**src/rtl/afe_ctrl_pkg.sv**
```systemverilog
// Shared types and constants for the AFE LED phase scheduler.
// The AMBIENT_PHASE_EN build option selects the three-slot frame in led_phase_scheduler.
package afe_ctrl_pkg;

   localparam int unsigned DC_W    = 7;
   localparam int unsigned PGA_W   = 4;
   localparam int unsigned DRIVE_W = 4;

   localparam logic [DC_W-1:0] DC_COMP_MID = 7'd64;

   typedef enum logic [1:0] {
      StIdle,
      StRed,
      StIr,
      StAmb
   } afe_state_e;

   typedef struct packed {
      logic [DC_W-1:0]    red_dc;
      logic [PGA_W-1:0]   red_pga;
      logic [DC_W-1:0]    ir_dc;
      logic [PGA_W-1:0]   ir_pga;
      logic [DRIVE_W-1:0] drive;
   } afe_cfg_t;

   localparam afe_cfg_t CFG_RESET = '{
      red_dc:  DC_COMP_MID,
      red_pga: '0,
      ir_dc:   DC_COMP_MID,
      ir_pga:  '0,
      drive:   '0
   };

endpackage

```
**src/rtl/led_phase_scheduler_if.sv**
```systemverilog
// Sample-pair stream from the LED phase scheduler to the SpO2 datapath.
// master = scheduler (produces pairs), slave = downstream consumer.
interface led_phase_scheduler_if #(
   parameter int unsigned ADC_W = 8
);

   logic [ADC_W-1:0] red_sample;
   logic [ADC_W-1:0] ir_sample;
   logic             sample_valid;
   logic             sample_ready;
   logic             overrun;

   modport master (
      output red_sample,
      output ir_sample,
      output sample_valid,
      output overrun,
      input  sample_ready
   );

   modport slave (
      input  red_sample,
      input  ir_sample,
      input  sample_valid,
      input  overrun,
      output sample_ready
   );

endinterface

```
**src/rtl/slot_timer.sv**
```systemverilog
// Per-slot cycle counter for the LED scheduler: counts 0..SLOT_CYCLES-1 while enabled,
// flags the final cycle of each slot, and returns to 0 on clear.
module slot_timer #(
   parameter int unsigned SLOT_CYCLES = 10
) (
   input  logic CLK,
   input  logic rst_n,
   input  logic clear_i,
   input  logic en_i,
   output logic slot_end_o
);

   localparam int unsigned CntW = (SLOT_CYCLES > 1) ? $clog2(SLOT_CYCLES) : 1;
   localparam logic [CntW-1:0] CntLast = CntW'(SLOT_CYCLES - 1);

   logic [CntW-1:0] cnt_d, cnt_q;

   always_comb begin
      cnt_d = cnt_q;
      if (clear_i) begin
         cnt_d = '0;
      end else if (en_i) begin
         cnt_d = (cnt_q == CntLast) ? '0 : cnt_q + CntW'(1);
      end
   end

   always_ff @(posedge CLK or negedge rst_n) begin
      if (!rst_n) begin
         cnt_q <= '0;
      end else begin
         cnt_q <= cnt_d;
      end
   end

   assign slot_end_o = en_i && !clear_i && (cnt_q == CntLast);

endmodule

```
**src/rtl/led_phase_scheduler.sv**
```systemverilog
// Time-multiplexes the RED/IR LEDs, applies per-channel DC/PGA settings and emits sample pairs.
// Define AMBIENT_PHASE_EN for a third, LEDs-off slot whose sample is subtracted from both channels.
module led_phase_scheduler
   import afe_ctrl_pkg::*;
#(
   parameter int unsigned SLOT_CYCLES   = 10,
   parameter int unsigned SETTLE_CYCLES = 3,
   parameter int unsigned ADC_W         = 8
) (
   input  logic                 CLK,
   input  logic                 rst_n,
   input  logic                 enable,
   input  logic                 cfg_valid,
   input  logic [DC_W-1:0]      cfg_red_dc,
   input  logic [PGA_W-1:0]     cfg_red_pga,
   input  logic [DC_W-1:0]      cfg_ir_dc,
   input  logic [PGA_W-1:0]     cfg_ir_pga,
   input  logic [DRIVE_W-1:0]   cfg_drive,
   input  logic [ADC_W-1:0]     ADC,
   output logic                 LED_RED,
   output logic                 LED_IR,
   output logic [DC_W-1:0]      DC_Comp,
   output logic [PGA_W-1:0]     PGA_Gain,
   output logic [DRIVE_W-1:0]   LED_DRIVE,
   led_phase_scheduler_if.master smp
);

   if (SLOT_CYCLES < SETTLE_CYCLES + 1) begin : g_cfg_check
      $error("SLOT_CYCLES must leave at least one cycle after SETTLE_CYCLES");
   end

`ifdef AMBIENT_PHASE_EN
   localparam afe_state_e LastSlot = StAmb;
`else
   localparam afe_state_e LastSlot = StIr;
`endif

   afe_state_e state_d, state_q;
   afe_cfg_t   shadow_d, shadow_q;
   afe_cfg_t   frame_d, frame_q;
   logic       shadow_valid_d, shadow_valid_q;

   logic               led_red_d, led_red_q;
   logic               led_ir_d, led_ir_q;
   logic [DC_W-1:0]    dc_d, dc_q;
   logic [PGA_W-1:0]   pga_d, pga_q;
   logic [DRIVE_W-1:0] drive_d, drive_q;

   logic [ADC_W-1:0] red_cap_d, red_cap_q;
   logic [ADC_W-1:0] ir_cap_d, ir_cap_q;
`ifdef AMBIENT_PHASE_EN
   logic [ADC_W-1:0] amb_cap_d, amb_cap_q;
`endif
   logic             pair_done_d, pair_done_q;

   logic [ADC_W-1:0] red_new, ir_new;
   logic [ADC_W-1:0] red_smp_d, red_smp_q;
   logic [ADC_W-1:0] ir_smp_d, ir_smp_q;
   logic             valid_d, valid_q;
   logic             overrun_d, overrun_q;

   logic slot_end;

   slot_timer #(
      .SLOT_CYCLES(SLOT_CYCLES)
   ) u_slot_timer (
      .CLK       (CLK),
      .rst_n     (rst_n),
      .clear_i   (!enable),
      .en_i      (state_q != StIdle),
      .slot_end_o(slot_end)
   );

   always_comb begin
      shadow_d       = shadow_q;
      shadow_valid_d = shadow_valid_q | cfg_valid;
      if (cfg_valid) begin
         shadow_d = '{
            red_dc:  cfg_red_dc,
            red_pga: cfg_red_pga,
            ir_dc:   cfg_ir_dc,
            ir_pga:  cfg_ir_pga,
            drive:   cfg_drive
         };
      end
   end

   always_comb begin
      state_d = state_q;
      unique case (state_q)
         StIdle: if (shadow_valid_q) state_d = StRed;
         StRed:  if (slot_end) state_d = StIr;
         StIr: begin
            if (slot_end) begin
`ifdef AMBIENT_PHASE_EN
               state_d = StAmb;
`else
               state_d = StRed;
`endif
            end
         end
`ifdef AMBIENT_PHASE_EN
         StAmb:  if (slot_end) state_d = StRed;
`endif
         default: state_d = StIdle;
      endcase
      if (!enable) state_d = StIdle;
   end

   // Settings are frozen per frame; shadow_d (not shadow_q) so a same-edge cfg_valid wins.
   always_comb begin
      frame_d = frame_q;
      if (state_d == StRed && state_q != StRed) frame_d = shadow_d;

      led_red_d = 1'b0;
      led_ir_d  = 1'b0;
      dc_d      = DC_COMP_MID;
      pga_d     = '0;
      drive_d   = '0;
      unique case (state_d)
         StRed: begin
            led_red_d = 1'b1;
            dc_d      = frame_d.red_dc;
            pga_d     = frame_d.red_pga;
            drive_d   = frame_d.drive;
         end
         StIr: begin
            led_ir_d = 1'b1;
            dc_d     = frame_d.ir_dc;
            pga_d    = frame_d.ir_pga;
            drive_d  = frame_d.drive;
         end
`ifdef AMBIENT_PHASE_EN
         StAmb: begin
            dc_d    = frame_d.ir_dc;
            pga_d   = frame_d.ir_pga;
            drive_d = frame_d.drive;
         end
`endif
         default: ;
      endcase
   end

   always_comb begin
      red_cap_d = red_cap_q;
      ir_cap_d  = ir_cap_q;
`ifdef AMBIENT_PHASE_EN
      amb_cap_d = amb_cap_q;
`endif
      if (slot_end) begin
         unique case (state_q)
            StRed:   red_cap_d = ADC;
            StIr:    ir_cap_d  = ADC;
`ifdef AMBIENT_PHASE_EN
            StAmb:   amb_cap_d = ADC;
`endif
            default: ;
         endcase
      end
      pair_done_d = enable && slot_end && (state_q == LastSlot);
   end

`ifdef AMBIENT_PHASE_EN
   function automatic logic [ADC_W-1:0] sat0_sub(input logic [ADC_W-1:0] a,
                                                 input logic [ADC_W-1:0] b);
      logic [ADC_W:0] diff;
      diff = {1'b0, a} - {1'b0, b};
      return diff[ADC_W] ? '0 : diff[ADC_W-1:0];
   endfunction

   assign red_new = sat0_sub(red_cap_q, amb_cap_q);
   assign ir_new  = sat0_sub(ir_cap_q, amb_cap_q);
`else
   assign red_new = red_cap_q;
   assign ir_new  = ir_cap_q;
`endif

   // Pair publication runs one cycle behind the last capture, leaving a cycle for the subtractor.
   always_comb begin
      red_smp_d = red_smp_q;
      ir_smp_d  = ir_smp_q;
      valid_d   = valid_q;
      overrun_d = overrun_q;
      if (!enable) begin
         valid_d   = 1'b0;
         overrun_d = 1'b0;
      end else if (pair_done_q) begin
         red_smp_d = red_new;
         ir_smp_d  = ir_new;
         valid_d   = 1'b1;
         if (valid_q && !smp.sample_ready) overrun_d = 1'b1;
      end else if (valid_q && smp.sample_ready) begin
         valid_d = 1'b0;
      end
   end

   always_ff @(posedge CLK or negedge rst_n) begin
      if (!rst_n) begin
         state_q        <= StIdle;
         shadow_q       <= CFG_RESET;
         frame_q        <= CFG_RESET;
         shadow_valid_q <= 1'b0;
         led_red_q      <= 1'b0;
         led_ir_q       <= 1'b0;
         dc_q           <= DC_COMP_MID;
         pga_q          <= '0;
         drive_q        <= '0;
         red_cap_q      <= '0;
         ir_cap_q       <= '0;
`ifdef AMBIENT_PHASE_EN
         amb_cap_q      <= '0;
`endif
         pair_done_q    <= 1'b0;
         red_smp_q      <= '0;
         ir_smp_q       <= '0;
         valid_q        <= 1'b0;
         overrun_q      <= 1'b0;
      end else begin
         state_q        <= state_d;
         shadow_q       <= shadow_d;
         frame_q        <= frame_d;
         shadow_valid_q <= shadow_valid_d;
         led_red_q      <= led_red_d;
         led_ir_q       <= led_ir_d;
         dc_q           <= dc_d;
         pga_q          <= pga_d;
         drive_q        <= drive_d;
         red_cap_q      <= red_cap_d;
         ir_cap_q       <= ir_cap_d;
`ifdef AMBIENT_PHASE_EN
         amb_cap_q      <= amb_cap_d;
`endif
         pair_done_q    <= pair_done_d;
         red_smp_q      <= red_smp_d;
         ir_smp_q       <= ir_smp_d;
         valid_q        <= valid_d;
         overrun_q      <= overrun_d;
      end
   end

   assign LED_RED          = led_red_q;
   assign LED_IR           = led_ir_q;
   assign DC_Comp          = dc_q;
   assign PGA_Gain         = pga_q;
   assign LED_DRIVE        = drive_q;
   assign smp.red_sample   = red_smp_q;
   assign smp.ir_sample    = ir_smp_q;
   assign smp.sample_valid = valid_q;
   assign smp.overrun      = overrun_q;

endmodule

```
**src/flat_wrapper.sv**
```systemverilog
// flat-port wrapper written by rule: the top's interface ports become plain ports
module led_phase_scheduler_flat import afe_ctrl_pkg::*;
#(
   parameter int unsigned SLOT_CYCLES   = 10,
   parameter int unsigned SETTLE_CYCLES = 3,
   parameter int unsigned ADC_W         = 8
)
  (CLK, rst_n, enable, cfg_valid, cfg_red_dc, cfg_red_pga, cfg_ir_dc, cfg_ir_pga, cfg_drive, ADC, LED_RED, LED_IR, DC_Comp, PGA_Gain, LED_DRIVE, smp_red_sample, smp_ir_sample, smp_sample_valid, smp_overrun, smp_sample_ready);
  led_phase_scheduler_if #(.ADC_W(ADC_W)) smp_i ();
  input  logic CLK;
  input  logic rst_n;
  input  logic enable;
  input  logic cfg_valid;
  input  logic [DC_W-1:0] cfg_red_dc;
  input  logic [PGA_W-1:0] cfg_red_pga;
  input  logic [DC_W-1:0] cfg_ir_dc;
  input  logic [PGA_W-1:0] cfg_ir_pga;
  input  logic [DRIVE_W-1:0] cfg_drive;
  input  logic [ADC_W-1:0] ADC;
  output logic LED_RED;
  output logic LED_IR;
  output logic [DC_W-1:0] DC_Comp;
  output logic [PGA_W-1:0] PGA_Gain;
  output logic [DRIVE_W-1:0] LED_DRIVE;
  output wire logic [$bits(smp_i.red_sample)-1:0] smp_red_sample;
  output wire logic [$bits(smp_i.ir_sample)-1:0] smp_ir_sample;
  output wire logic [$bits(smp_i.sample_valid)-1:0] smp_sample_valid;
  output wire logic [$bits(smp_i.overrun)-1:0] smp_overrun;
  input wire logic [$bits(smp_i.sample_ready)-1:0] smp_sample_ready;
  assign smp_red_sample = smp_i.red_sample;
  assign smp_ir_sample = smp_i.ir_sample;
  assign smp_sample_valid = smp_i.sample_valid;
  assign smp_overrun = smp_i.overrun;
  assign smp_i.sample_ready = smp_sample_ready;
  led_phase_scheduler #(.SLOT_CYCLES(SLOT_CYCLES), .SETTLE_CYCLES(SETTLE_CYCLES), .ADC_W(ADC_W)) u_core (.CLK(CLK), .rst_n(rst_n), .enable(enable), .cfg_valid(cfg_valid), .cfg_red_dc(cfg_red_dc), .cfg_red_pga(cfg_red_pga), .cfg_ir_dc(cfg_ir_dc), .cfg_ir_pga(cfg_ir_pga), .cfg_drive(cfg_drive), .ADC(ADC), .LED_RED(LED_RED), .LED_IR(LED_IR), .DC_Comp(DC_Comp), .PGA_Gain(PGA_Gain), .LED_DRIVE(LED_DRIVE), .smp(smp_i));
endmodule
```
**config.mk**
```make
export PLATFORM = sky130hd
export DESIGN_NAME = led_phase_scheduler_flat
export DESIGN_NICKNAME = d
export VERILOG_FILES = /design/src/rtl/afe_ctrl_pkg.sv /design/src/rtl/led_phase_scheduler_if.sv /design/src/rtl/slot_timer.sv /design/src/rtl/led_phase_scheduler.sv /design/src/flat_wrapper.sv
export SDC_FILE = /design/constraint.sdc
export NUM_CORES = 1
export LEC_CHECK = 0
export CORE_ASPECT_RATIO = 0.8
export CORE_MARGIN = 2
export CORE_UTILIZATION = 50
export DETAILED_ROUTE_END_ITERATION = 6
export PLACE_DENSITY = 0.76
export SYNTH_ARGS = -nofsm -noshare
export SYNTH_HDL_FRONTEND = slang
export SYNTH_SLANG_ARGS = --single-unit
```
**constraint.sdc**
```tcl
create_clock -name CLK -period 6.7 [get_ports CLK]
set_input_delay 1.005 -clock CLK [delete_from_list [all_inputs] [get_ports CLK]]
set_output_delay 1.005 -clock CLK [all_outputs]
set_load 0.1 [all_outputs]
```
; Word-level counts from Yosys, hierarchy flattened
; Index checks and enable logic that the tools add are counted.
[op_classes]
n_addsub = 1
n_mul = 0
n_div = 0
magnitude_cmp = 0
n_eq_ne = 10
shifts = 0
mux = 21
bitwise = 1
n_reduce_logical = 15
[op_table]
columns = op, count
row1 = 26-bit 2-to-1 mux, 2
row2 = 4-bit 2-to-1 mux, 4
row3 = 7-bit one-hot mux with 2 select lines, 1
row4 = 1-bit 2-to-1 mux, 8
row5 = 2-bit 2-to-1 mux, 4
row6 = "2-bit by 1-bit != test with 1-bit output, second input constant", 4
row7 = 4-bit one-hot mux with 2 select lines, 1
row8 = 2-bit AND reduction, 4
row9 = 1-bit logical AND, 7
row10 = 2-bit one-hot mux with 3 select lines, 1
row11 = "4-bit by 1-bit adder with 4-bit output, second input constant", 1
row12 = "2-bit by 1-bit equality test with 1-bit output, second input constant", 2
row13 = "2-bit equality test, second input constant", 2
row14 = "4-bit equality test, second input constant", 1
row15 = "3-bit by 1-bit != test with 1-bit output, second input constant", 1
row16 = 2-bit logical NOT, 1
row17 = 2-bit nonzero test, 1
row18 = 2-bit OR reduction, 1
row19 = 1-bit logical NOT, 1
row20 = 1-bit OR, 1
[word_totals]
regBits = 111
latchBits = 0
ram_bits = 0
mem_bits_ro = 0
inputBits = 39
output_inout_bits = 35
wordCells = 73
memories = 0

; Depth between registers and ports, before layout
[depth]
word_depth = 10
ltp_mapped = 12
depth_no_buf = 10

; Cells and area by module
; A second synthesis with hierarchy kept.
[unflattened]
hier_cells = 266
hier_area_um2 = 4315.4
[modules_own_cells]
columns = module, n_inst, cells_per_inst, area_each_um2, seq_area_each_um2
row1 = led_phase_scheduler, 1, 241, 4068.9, 2683.8
row2 = slot_timer, 1, 25, 246.5, 100.1

; Worst setup path after synthesis
; OpenSTA, ideal clock, no wires.
[synth_timing]
path_kind = input-to-reg
startpoint = input port enable
endpoint = register u_core.dc_q[2], in the netlist u_core.DC_Comp[2]
setup_ns = 0.121
t_arrival_ns = 2.445
required_ns = 6.579
setup_slack_ns = 4.134
cell_stages = 8
path_buffers = 2
path_cell_list = buf_2 > o311ai_0 > inv_1 > ha_1 > nand2_4 > buf_12 > mux2_4 > a32o_2
[synth_lines]
columns = item, line_no
row1 = "start, declared", flat_wrapper.sv:12  ; input logic enable;
row2 = "end signal, assigned", led_phase_scheduler.sv:205  ; dc_q <= DC_COMP_MID;
row3 = "end signal, assigned", led_phase_scheduler.sv:225  ; dc_q <= dc_d;
row4 = "end, declared", led_phase_scheduler.sv:45  ; logic [DC_W-1:0] dc_d, dc_q;

==> results.ini <==
[critical_path]
reg2reg_slack_ns = 3.48
path_class = in2reg
reg2reg_depth = 10
path_max_fanout = 26
setup.worst_path.end = u_core.DC_Comp[6]
crit_path_max_incr_delay_ns = 0.62
path_cells = clkdlybuf4s50_1 > o311ai_0 > inv_1 > ha_1 > nand2_4 > mux2_2 > a221o_1
critPathLaunchType = input port
worstReg2RegStart = u_core.u_slot_timer.cnt_q[1]
rr_endpoint = u_core.DC_Comp[6]
cpMaxStageDelayCell = clkdlybuf4s50_1
cp-end-kind = flip-flop
arrival_ns = 3.68
critPathLaunch = enable
worstPathBufferInverterCount = 2
path_delay_family = buffers and inverters
critPathRequiredTime_ns = 7.00
cp.depth = 7

[global_routing]
grt-ovfl-total = 0
track_usage_pct = 17.51
grt_max_degree = 60
grt_pass1_wl_microns = 12410
first_global_vias = 2398
antenna_found_initial = 0

[clock_network]
cts_made_buffers = 9
clk_latency_ns = 0.37
postCtsHoldBufs = 0
ctsResizeCount = 0
cts_root_buf = clkbuf_8
cts_htree_levels = 3
cts_tree = done
cts_buffer_depth = 2
cts_setup_buffers = 0
cts.sinks = 111
clk_pin_slew_ns = 0.10

[logic_synthesis]
synth_fp_nets = 305
synth_area_sq_mm = 0.004303
ys_seq_area_share_pct = 64.70
synth-seq-cells = 111
synth_ff_type = dfrtp_1
synth_cell_type_count = 36
synthCells = 262
synth-edff-count = 0
synth.avg_cell_area_sq_um = 16.42
synth_warnings = 0
ys_async_sr_fraction_pct = 100.0

[finish]
seq_area_sq_mm = 0.002784
antenna_cells = 0
multiInputGateArea_sq_mm = 0.001401
synthToLayoutAreaGrowth_pct = 22.36
fillCellCount = 647
fin_nets = 380
stdcell_area_sq_mm = 0.005265
drive_gt1_share_pct = 34.50
layout.cells.non_filler = 454

[power_and_ir_drop]
power.leakage_nw = 2.399
p_per_area_mw_per_mm2 = 253.0
irDropWorstVdd_v = 0.0001363

[placement]
dpl_worst_slack_ns = 2.933
placed_area_sq_mm = 0.005084
hpwlAfterDp_microns = 5032
placed_cells = 438
gp_congestion = 0.6914
port_buffers = 73

[min_path]
min_path_type = reg2reg

[timing]
final.period_utilization_pct = 50.32
final-setup-viol-count = 0
fin_tns_setup_ns = 0
finalClockSkew_ns = 0.008548
slew_headroom_pct = 33.94
fin_ws_ns = 3.329
worst_pin_slew_ns = 0.9878
clock.fmax_mhz = 296.6
min_period_ns = 3.371
drv_slew = 0
hold_viol_final = 0
grt_setup_unrepaired = false
hold_ws_ns = 0.4798

[detailed_routing]
vias = 2312
drt_first_pass_iters = 4
routed_via_density = 5.093
routedWlPerCell_microns = 16.50
wl_microns = 7489
drt-initial-drc-count = 78
drc_errors = 0
ant_nets = 0

[status]
status = completed

[die]
core_sq_mm = 0.008408
die_w_microns = 107.7
pin_count = 74
start_util_pct = 51.18
dieArea_sq_mm = 0.009369
fp-row-count = 30
die_h_microns = 86.98

[job]
maxCapViolCount = 0

-- synthesized netlist by cell type (all sizes together), types with 3 or more instances --
| cell | instances | area (sq um) |
|---|---|---|
| inv | 4 | 15.01 |
| buf | 9 | 95.09 |
| a21oi | 3 | 15.01 |
| and2 | 5 | 31.28 |
| nand2 | 4 | 22.52 |
| mux2 | 84 | 994.7 |
| nor2b | 5 | 31.28 |
| dfrtp | 106 | 2653 |
| nor2 | 4 | 25.03 |
| ha | 4 | 50.05 |
| a32o | 10 | 106.4 |
| dfstp | 5 | 131.4 |
-- registers in the layout (all words and copies together), names as in the netlist, 2 cells and up --
name                       flops
u_core.u_slot_timer.cnt_q      4
u_core.LED_DRIVE               4
u_core.smp.ir_sample           8
u_core.smp.red_sample          8
u_core.ir_cap_q                8
u_core.frame_q                26
u_core.shadow_q               26
u_core.DC_Comp                 7
u_core.red_cap_q               8
u_core.state_q                 2
u_core.PGA_Gain                4
-- routing by layer --
metal | GRT usage (%) | routed length, microns
met1 | 24.55 | 3512
met2 | 27.27 | 3628
met3 | 3.665 | 231
met4 | 6.643 | 116
met5 | 0 | 0
-- cell type report --
class                           count  share of cell area, %
Sequential cell                   111                  52.88
Multi-Input combinational cell    136                  26.62
Timing Repair Buffer               75                  14.12
Tap cell                          112                  2.662
Clock buffer                        9                  2.353
Clock inverter                      7                  1.093
Inverter                            4                 0.2852
-- how the worst min path moves through the flow --
| stage | start | to | slack (ns) | cells past startpoint |
|---|---|---|---|---|
| after CTS | u_core.shadow_valid_q | u_core.shadow_valid_q | 0.48 | 1 |
| after global routing | u_core.shadow_valid_q | u_core.shadow_valid_q | 0.49 | 1 |
| after detailed placement | u_core.shadow_valid_q | u_core.shadow_valid_q | 0.46 | 1 |
| final | u_core.shadow_valid_q | u_core.shadow_valid_q | 0.48 | 1 |
| after global placement | u_core.shadow_valid_q | u_core.shadow_valid_q | 0.45 | 1 |
| after floorplan | u_core.shadow_valid_q | u_core.shadow_valid_q | 0.43 | 1 |
-- placed cells by master, fill, tap and decap left out, types with 2 or more instances in the layout --
cell type	n
dfstp_2	5
a32o_2	5
buf_4	3
and2_1	5
clkbuf_8	9
mux2_2	71
dfrtp_1	106
inv_1	4
nor2b_1	5
ha_1	4
nand2_1	3
clkinvlp_4	2
a32o_1	5
mux2_4	13
clkdlybuf4s50_1	72
nor3_1	2
a21oi_1	3
nor2_1	2
o21ai_0	2
clkinv_4	2
mux2i_1	2
-- kinds of logic after synthesis --
family | Yosys count | synth area share (%)
compound gates | 20 | 3.984
xor+xnor | 1 | 0.2036
fa+ha+maj | 4 | 1.163
buf+inv | 15 | 2.733
flops | 111 | 64.70
mux | 86 | 23.58
simple gates | 25 | 3.635
-- per-stage QoR --
step / utilization (%) / power (W)
after floorplan: - / 0.0009054
after global placement: 60.46 / 0.0009696
after detailed placement: 60.46 / 0.0009767
after CTS: 62.62 / 0.001347
after global routing: 62.62 / 0.001392
final: 62.62 / 0.001332
-- where the power goes --
part / leakage [nW] / internal, W / switching, W
sequential: 1.41 / 0.000729 / 0.0000180
combinational: 0.905 / 0.0000907 / 0.000124
clock: 0.0877 / 0.000140 / 0.000230
Power figures use the tool's default switching activity.
